**src/rtl/div_pkg.sv**
```systemverilog
// rtl/div_pkg.sv - shared state type and default width for the restoring divider
package div_pkg;

  localparam int DIV_WIDTH = 32;

  typedef enum logic [1:0] {
    state_idle = 2'd0,
    state_run  = 2'd1,
    state_done = 2'd2
  } state_t;

endpackage

```
**src/rtl/div32x32_fsm.sv**
```systemverilog
// rtl/div32x32_fsm.sv - divider control: state, step counter, busy/done, load/shift enables
module div32x32_fsm
  import div_pkg::*;
#(
  parameter int WIDTH = DIV_WIDTH
) (
  input  logic clk,
  input  logic reset,
  input  logic start,
  input  logic divisor_zero,
  output logic busy,
  output logic done,
  output logic load,
  output logic load_zero,
  output logic shift
);

  localparam int CW = $clog2(WIDTH) + 1;

  state_t          state, state_nxt;
  logic [CW-1:0]   cnt, cnt_nxt;

  // State and step counter registers
  always_ff @(posedge clk or posedge reset) begin
    if (reset) begin
      state <= state_idle;
      cnt   <= '0;
    end else begin
      state <= state_nxt;
      cnt   <= cnt_nxt;
    end
  end

  // Next state, counter and datapath enables; start is only honoured outside state_run
  always_comb begin
    state_nxt = state;
    cnt_nxt   = cnt;
    busy      = 1'b0;
    done      = 1'b0;
    load      = 1'b0;
    load_zero = 1'b0;
    shift     = 1'b0;
    case (state)
      state_idle, state_done: begin
        done = (state == state_done);
        if (start) begin
          cnt_nxt = '0;
          if (divisor_zero) begin
            load_zero = 1'b1;
            state_nxt = state_done;
          end else begin
            load      = 1'b1;
            state_nxt = state_run;
          end
        end else begin
          state_nxt = state_idle;
        end
      end
      state_run: begin
        busy    = 1'b1;
        shift   = 1'b1;
        cnt_nxt = cnt + 1'b1;
        if (cnt == CW'(WIDTH - 1)) begin
          state_nxt = state_done;
        end
      end
      default: begin
        state_nxt = state_idle;
      end
    endcase
  end

endmodule

```
**src/rtl/div32x32.sv**
```systemverilog
// rtl/div32x32.sv - unsigned restoring divider, one quotient bit per cycle
module div32x32
  import div_pkg::*;
#(
  parameter int WIDTH = DIV_WIDTH
) (
  input  logic             clk,
  input  logic             reset,
  input  logic             start,
  input  logic [WIDTH-1:0] dividend,
  input  logic [WIDTH-1:0] divisor,
  output logic             busy,
  output logic             done,
  output logic [WIDTH-1:0] quotient,
  output logic [WIDTH-1:0] remainder,
  output logic             div_by_zero
);

  logic             load, load_zero, shift, divisor_zero;
  logic [WIDTH-1:0] dvsr_q, quo_q, rem_q, rem_nxt;
  logic [WIDTH:0]   partial;
  logic             take;
  logic             dbz_q;

  assign divisor_zero = (divisor == '0);

  div32x32_fsm #(.WIDTH(WIDTH)) u_fsm (
    .clk          (clk),
    .reset        (reset),
    .start        (start),
    .divisor_zero (divisor_zero),
    .busy         (busy),
    .done         (done),
    .load         (load),
    .load_zero    (load_zero),
    .shift        (shift)
  );

  // One restoring step: shift the next dividend bit into the partial remainder, subtract if it fits.
  // The low-WIDTH subtraction is exact whenever it is taken, since the result is below the divisor.
  always_comb begin
    partial = {rem_q, quo_q[WIDTH-1]};
    take    = (partial >= {1'b0, dvsr_q});
    rem_nxt = take ? (partial[WIDTH-1:0] - dvsr_q) : partial[WIDTH-1:0];
  end

  // Operand/result registers; the quotient register starts out holding the dividend and shifts it out
  always_ff @(posedge clk or posedge reset) begin
    if (reset) begin
      dvsr_q <= '0;
      quo_q  <= '0;
      rem_q  <= '0;
      dbz_q  <= 1'b0;
    end else if (load) begin
      dvsr_q <= divisor;
      quo_q  <= dividend;
      rem_q  <= '0;
      dbz_q  <= 1'b0;
    end else if (load_zero) begin
      dvsr_q <= divisor;
      quo_q  <= '1;
      rem_q  <= dividend;
      dbz_q  <= 1'b1;
    end else if (shift) begin
      rem_q  <= rem_nxt;
      quo_q  <= {quo_q[WIDTH-2:0], take};
    end
  end

  assign quotient    = quo_q;
  assign remainder   = rem_q;
  assign div_by_zero = dbz_q;

endmodule

```
**config.mk**
```make
export PLATFORM = sky130hd
export DESIGN_NAME = div32x32
export DESIGN_NICKNAME = d
export VERILOG_FILES = /design/src/rtl/div_pkg.sv /design/src/rtl/div32x32_fsm.sv /design/src/rtl/div32x32.sv
export SDC_FILE = /design/constraint.sdc
export NUM_CORES = 1
export LEC_CHECK = 0
export BUFFER_PORTS_ARGS = -buffer_cell sky130_fd_sc_hd__buf_4
export CAP_MARGIN = 10
export CORE_MARGIN = 2
export CORE_UTILIZATION = 30
export CTS_CLUSTER_SIZE = 40
export DETAILED_ROUTE_END_ITERATION = 8
export SYNTH_ARGS = -nofsm -noshare
export SYNTH_HDL_FRONTEND = slang
export SYNTH_SLANG_ARGS = --single-unit
```
**constraint.sdc**
```tcl
create_clock -name clk -period 3.75 [get_ports clk]
set_clock_uncertainty 0.2 [all_clocks]
set_input_delay 0.75 -clock clk [delete_from_list [all_inputs] [get_ports clk]]
set_output_delay 0.75 -clock clk [all_outputs]
set_load 0.01 [all_outputs]
```
======== Word-level counts from Yosys, hierarchy flattened ========
Cells that the tools add are included.
storage, ports and cells
  word-level logic and storage cells ...... 46
  flip-flop bits (word level) ............. 105
  ROM bits ................................ 0
  RAM bits ................................ 0
  input bits .............................. 67
  bits in latches ......................... 0
  memories ................................ 0
cells by class
  multiplexer cells ....................... 25
  divide/modulo/power cells ............... 0
  equal/unequal tests ..................... 5
  multiply operators ...................... 0
  reduce and logical (&&, ||, !) cells .... 7
  add/sub/neg operators ................... 2
  bitwise logic cells ..................... 0
  $lt $le $gt $ge ......................... 1
  shift operators ......................... 0
operator list
  operator                                        number
  two-way mux 32 bit                              9
  greater-or-equal comparator 33 x 32 -> 1 bit    1
  logical NOT 32 bit                              1
  subtractor 32 bit                               1
  one-hot mux 6 bit (2 select lines)              1
  two-way mux 1 bit                               10
  adder 6 x 1 -> 6 bit (second input constant)    1
  == test 6 x 5 -> 1 bit (second input constant)  1
  two-way mux 2 bit                               3
  two-way mux 6 bit                               1
  one-hot mux 2 bit (2 select lines)              1
  nonzero test 2 bit                              2
  nonzero test 3 bit                              1
  == test 2 x 1 -> 1 bit (second input constant)  1
  == test 2 bit (second input constant)           1
  logical NOT 2 bit                               1
  != test 2 x 1 -> 1 bit (second input constant)  1
  != test 2 bit (second input constant)           1
  AND reduction 2 bit                             1
  OR reduction 2 bit                              1

======== Depth between registers and ports, before layout ========
  depth after elaboration ................. 6
  depth in mapped cells ................... 13
  gate-level depth less buffers ........... 13

======== By module ========
A second synthesis with hierarchy kept.
unflattened totals
  cell total of the unflattened synthesis .. 728
  area, all modules ....................... 6,886.6 µm²
by module, submodules not included
  module        instances  area an instance (µm²)  cells each  seq. area each (µm²)
  div32x32      1          6,454.9                 688         2,427.3
  div32x32_fsm  1          431.7                   40          200.2

======== Worst setup path before layout ========
Ideal clock, no wire load.
  kind .................................... flip-flop to flip-flop
  start ................................... register quo_q[31], in the netlist quotient[31]
  end ..................................... register rem_q[30], in the netlist remainder[30]
  clock period less this slack ............ 2.990 ns
  stages on the path, launching flop included .. 13
  data required time ...................... 3.463 ns
  arrival ................................. 2.704 ns
  setup slack ............................. 0.760 ns
  cell sequence ........................... dfrtp_1 > inv_1 > ha_1 > inv_1 > fa_1 > a21o_1 > a221oi_2 > o21ai_0 > o21a_1 > o31ai_1 > o21ai_0 > xnor2_1 > o211ai_1
between the ends
  cells in the longest elaborated chain, start to end .. 5
RTL lines
  element                                                                                   line                            RTL
  start: declaration                                                                        div32x32.sv:20                  logic [WIDTH-1:0] dvsr_q, quo_q, rem_q, rem_nxt;
  start signal: assignment                                                                  div32x32.sv:56                  quo_q <= dividend;
  start signal: assignment                                                                  div32x32.sv:66                  quo_q <= {quo_q[WIDTH-2:0], take};
  subtractor 32 bit / greater-or-equal comparator 33 x 32 -> 1 bit (equally long branches)  div32x32.sv:44, div32x32.sv:43
  two-way mux 32 bit (*)                                                                    div32x32.sv:44                  rem_nxt = take ? (partial[WIDTH-1:0] - dvsr_q) : partial[WIDTH-1:0];
  two-way mux 32 bit (*)                                                                    div32x32.sv:64                  end else if (shift) begin
  two-way mux 32 bit (*)                                                                    div32x32.sv:59                  end else if (load_zero) begin
  two-way mux 32 bit (*)                                                                    div32x32.sv:54                  end else if (load) begin
  end signal: assignment                                                                    div32x32.sv:62                  rem_q <= dividend;
  end signal: assignment                                                                    div32x32.sv:65                  rem_q <= rem_nxt;
  end: declaration                                                                          div32x32.sv:20
Every way passes the cells marked *; elsewhere a longest branch is shown, timed or not. The select of a mux whose other input is x is not followed.
A chain may end at the register's enable or synchronous reset.

======== Final worst setup path ========
Same ends and word-level chain as after synthesis.

==> metrics.cfg <==
[critical_path]
critPathMaxFanout = 4
worstSetupPathType = reg2reg
cp.required_ps = 3820
start_kind = flop
crit_family = compound AO/OA/AOI/OAI gates
path_cells = inv_1 > ha_1 > inv_1 > fa_1 > a21o_1 > a221oi_2 > o21ai_0 > o21a_1 > o31ai_1 > o21ai_0 > xnor2_1 > o211ai_1
critPathMaxStageDelay_ps = 480
setup.worst_path.end_class = flop
cpMaxStageDelayCell = o31ai_1
worstPathArrival_ps = 3510
rr_worst_depth = 12
path_depth = 12
path_buf_inv = 2

[die]
die_x_um = 150
die_y_um = 150
io_pins = 134
die_area_mm2 = 0.0226
core_mm2 = 0.0210
initial_core_util = 0.305
std_cell_rows = 53

[logic_synthesis]
async_flop_share = 1.00
synth-main-ff-cell = dfrtp_1
syn_avg_cell_area_um2 = 8.45
yosys_warnings = 0
syn_inst = 760
syn_nets = 861
ys_types = 52
ys_ff_latch = 105
synth_enable_flop_cells = 0
yosysMostFrequentCell = nand2_1
syn_area_mm2 = 0.00642
synth_top_cell_by_area = dfrtp_1
synth_top_area_share = 0.409
synth_common_cells = nand2_1 (130), dfrtp_1 (105), o21ai_0 (87)
yosysSeqAreaShare = 0.409
synth_area_leaders = dfrtp_1 (41%), nand2_1 (7.6%), o21ai_0 (6.8%)

[drt]
wl_per_cell_um = 17.7
postRouteAntennaNets = 0
num_vias = 5956
dr.pass1.iters = 5
dr.first_iter.drc_count = 448
viasPerCell = 5.18
wl_um = 20400
drc = 0

[clocking]
clk_root_buffer_cell = clkbuf_16
cts_tree = built
post-cts-setup-buffers = 0
clk_latency_ps = 360
cts_resized = 0
cts_made_buffers = 9
ctsHoldBuffers = 0
cts_buffer_depth = 2
clk_pin_slew_ps = 70
h-tree-depth = 3
clkSinkCount = 105

[sta]
setup_viol = 0
maxSlewViolCount = 0
tns_ps = 0
fmax_ghz = 0.291
fin_crit_ps = 3440
hold_viol_final = 0
worstMarginPinSlew_ps = 731
rsz0062_at_grt = no
slew_headroom = 0.512
whs_ps = 272
setup_ws_ps = 314
period_share = 0.916

[placed_design]
dpl-instance-area_mm2 = 0.00772
place.gp.congestion = 0.918
pre_cts_slack_ps = 369
port_buffers = 133
place.detailed.hpwl_um = 15100

[pwr]
ir_drop_mv = 0.356
p_per_area_mw_per_mm2 = 1160
p_leak_nw = 3.62
total_power_mw = 9.37

[global_routing]
grt-ovfl-total = 0
grt_use_total = 0.181
grt_start_max_net_pins = 75
grt_pass1_vias = 5696
antenna_found_initial = 0
grt_pass1_wl_um = 32100

[cells_and_area]
area_growth_pct = 25.6
final_area_mm2 = 0.00807
antennaDiodeCount = 0
fin_nets = 970
fillers = 2187
drive_gt1_frac = 0.199

[hold_path]
hp-class = reg2reg
hold-path-cell-count = 1

[run_status]
outcome = finished, final reports clean

[flow_run]
drv_cap = 0

per-stage QoR:
step | cells | utilization
4_1_cts | 1149 | 0.384
6_report | 1149 | 0.384
5_1_grt | 1149 | 0.384
3_5_place_dp | 1133 | 0.367
2_1_floorplan | 760 | -
3_3_place_gp | 1133 | 0.367
final cells by class:
cell class                      count  area [µm²]  share of cell area
Timing Repair Buffer              145        1130               0.140
Tap cell                          275         344              0.0426
Clock buffer                       11         243              0.0301
Multi-Input combinational cell    566        3460               0.429
Sequential cell                   105        2630               0.326
Clock inverter                      5         103              0.0127
Inverter                           42         160              0.0199
path summary, 6_finish.rpt:
kind,startpoint,to,slack [ps]
worst max-delay path,quotient[31],remainder[30],310
worst min-delay path,u_fsm.cnt[5],u_fsm.cnt[5],270
worst max register to register,quotient[31],remainder[30],310
worst min register to register,u_fsm.cnt[5],u_fsm.cnt[5],270
max in group asynchronous,reset,dvsr_q[4],2300
min in group asynchronous,reset,quotient[24],320
report_power, final:
| group | internal (mW) | total, mW | leakage, nW | switching [mW] |
|---|---|---|---|---|
| clock network | 0.671 | 1.11 | 0.166 | 0.444 |
| logic | 2.64 | 5.98 | 2.20 | 3.33 |
| registers | 1.76 | 2.28 | 1.26 | 0.518 |
| total | 5.08 | 9.37 | 3.62 | 4.30 |
state kept, by name, summed over array words and instances (netlist names):
register	count
div_by_zero	1
remainder	32
u_fsm.cnt	6
dvsr_q	32
u_fsm.state	2
quotient	32
cells in the final DEF, fill, tap and decap left out, types with 6 or more instances in the layout:
cell type	n
nand3_1	16
xor2_1	13
nor4_1	10
mux2i_1	14
nand2_1	130
clkbuf_16	9
inv_1	41
o21a_1	6
a21o_1	15
nor2b_1	6
dfrtp_1	105
xnor2_1	17
o21ai_0	87
nor2_1	18
and3_1	6
a22oi_1	21
a21oi_1	38
a31oi_1	38
ha_1	33
nor3_1	39
buf_4	142
worst register-to-register path, cell delays in order, from the launching register on:
cell      delay, ps
dfrtp_1         410
inv_1            70
ha_1            150
inv_1            50
fa_1            410
a21o_1          200
a221oi_2        310
o21ai_0         270
o21a_1          290
o31ai_1         480
o21ai_0         190
xnor2_1         160
o211ai_1        170
cell families (layout without fill, tap and decap cells):
group / count (synthesis) / in the layout / synth area share
buffers and inverters: 89 / 203 / 0.0548
muxes: 14 / 14 / 0.0218
adders and majority gates: 34 / 34 / 0.0674
AOI/OAI and AO/OA: 244 / 244 / 0.237
and+or+nand+nor: 244 / 244 / 0.169
DFF: 105 / 105 / 0.409
xor gates and xnor gates: 30 / 30 / 0.0409
layer usage:
layer  vias to the layer above  GRT usage  share of wire
li1                       2940          -              -
met1                      2833      0.282           0.50
met2                       167      0.255           0.42
met3                        16     0.0288          0.061
met4                         0     0.0538          0.014
met5                         -          0              0
No activity file was read; power rests on OpenSTA's default activity.
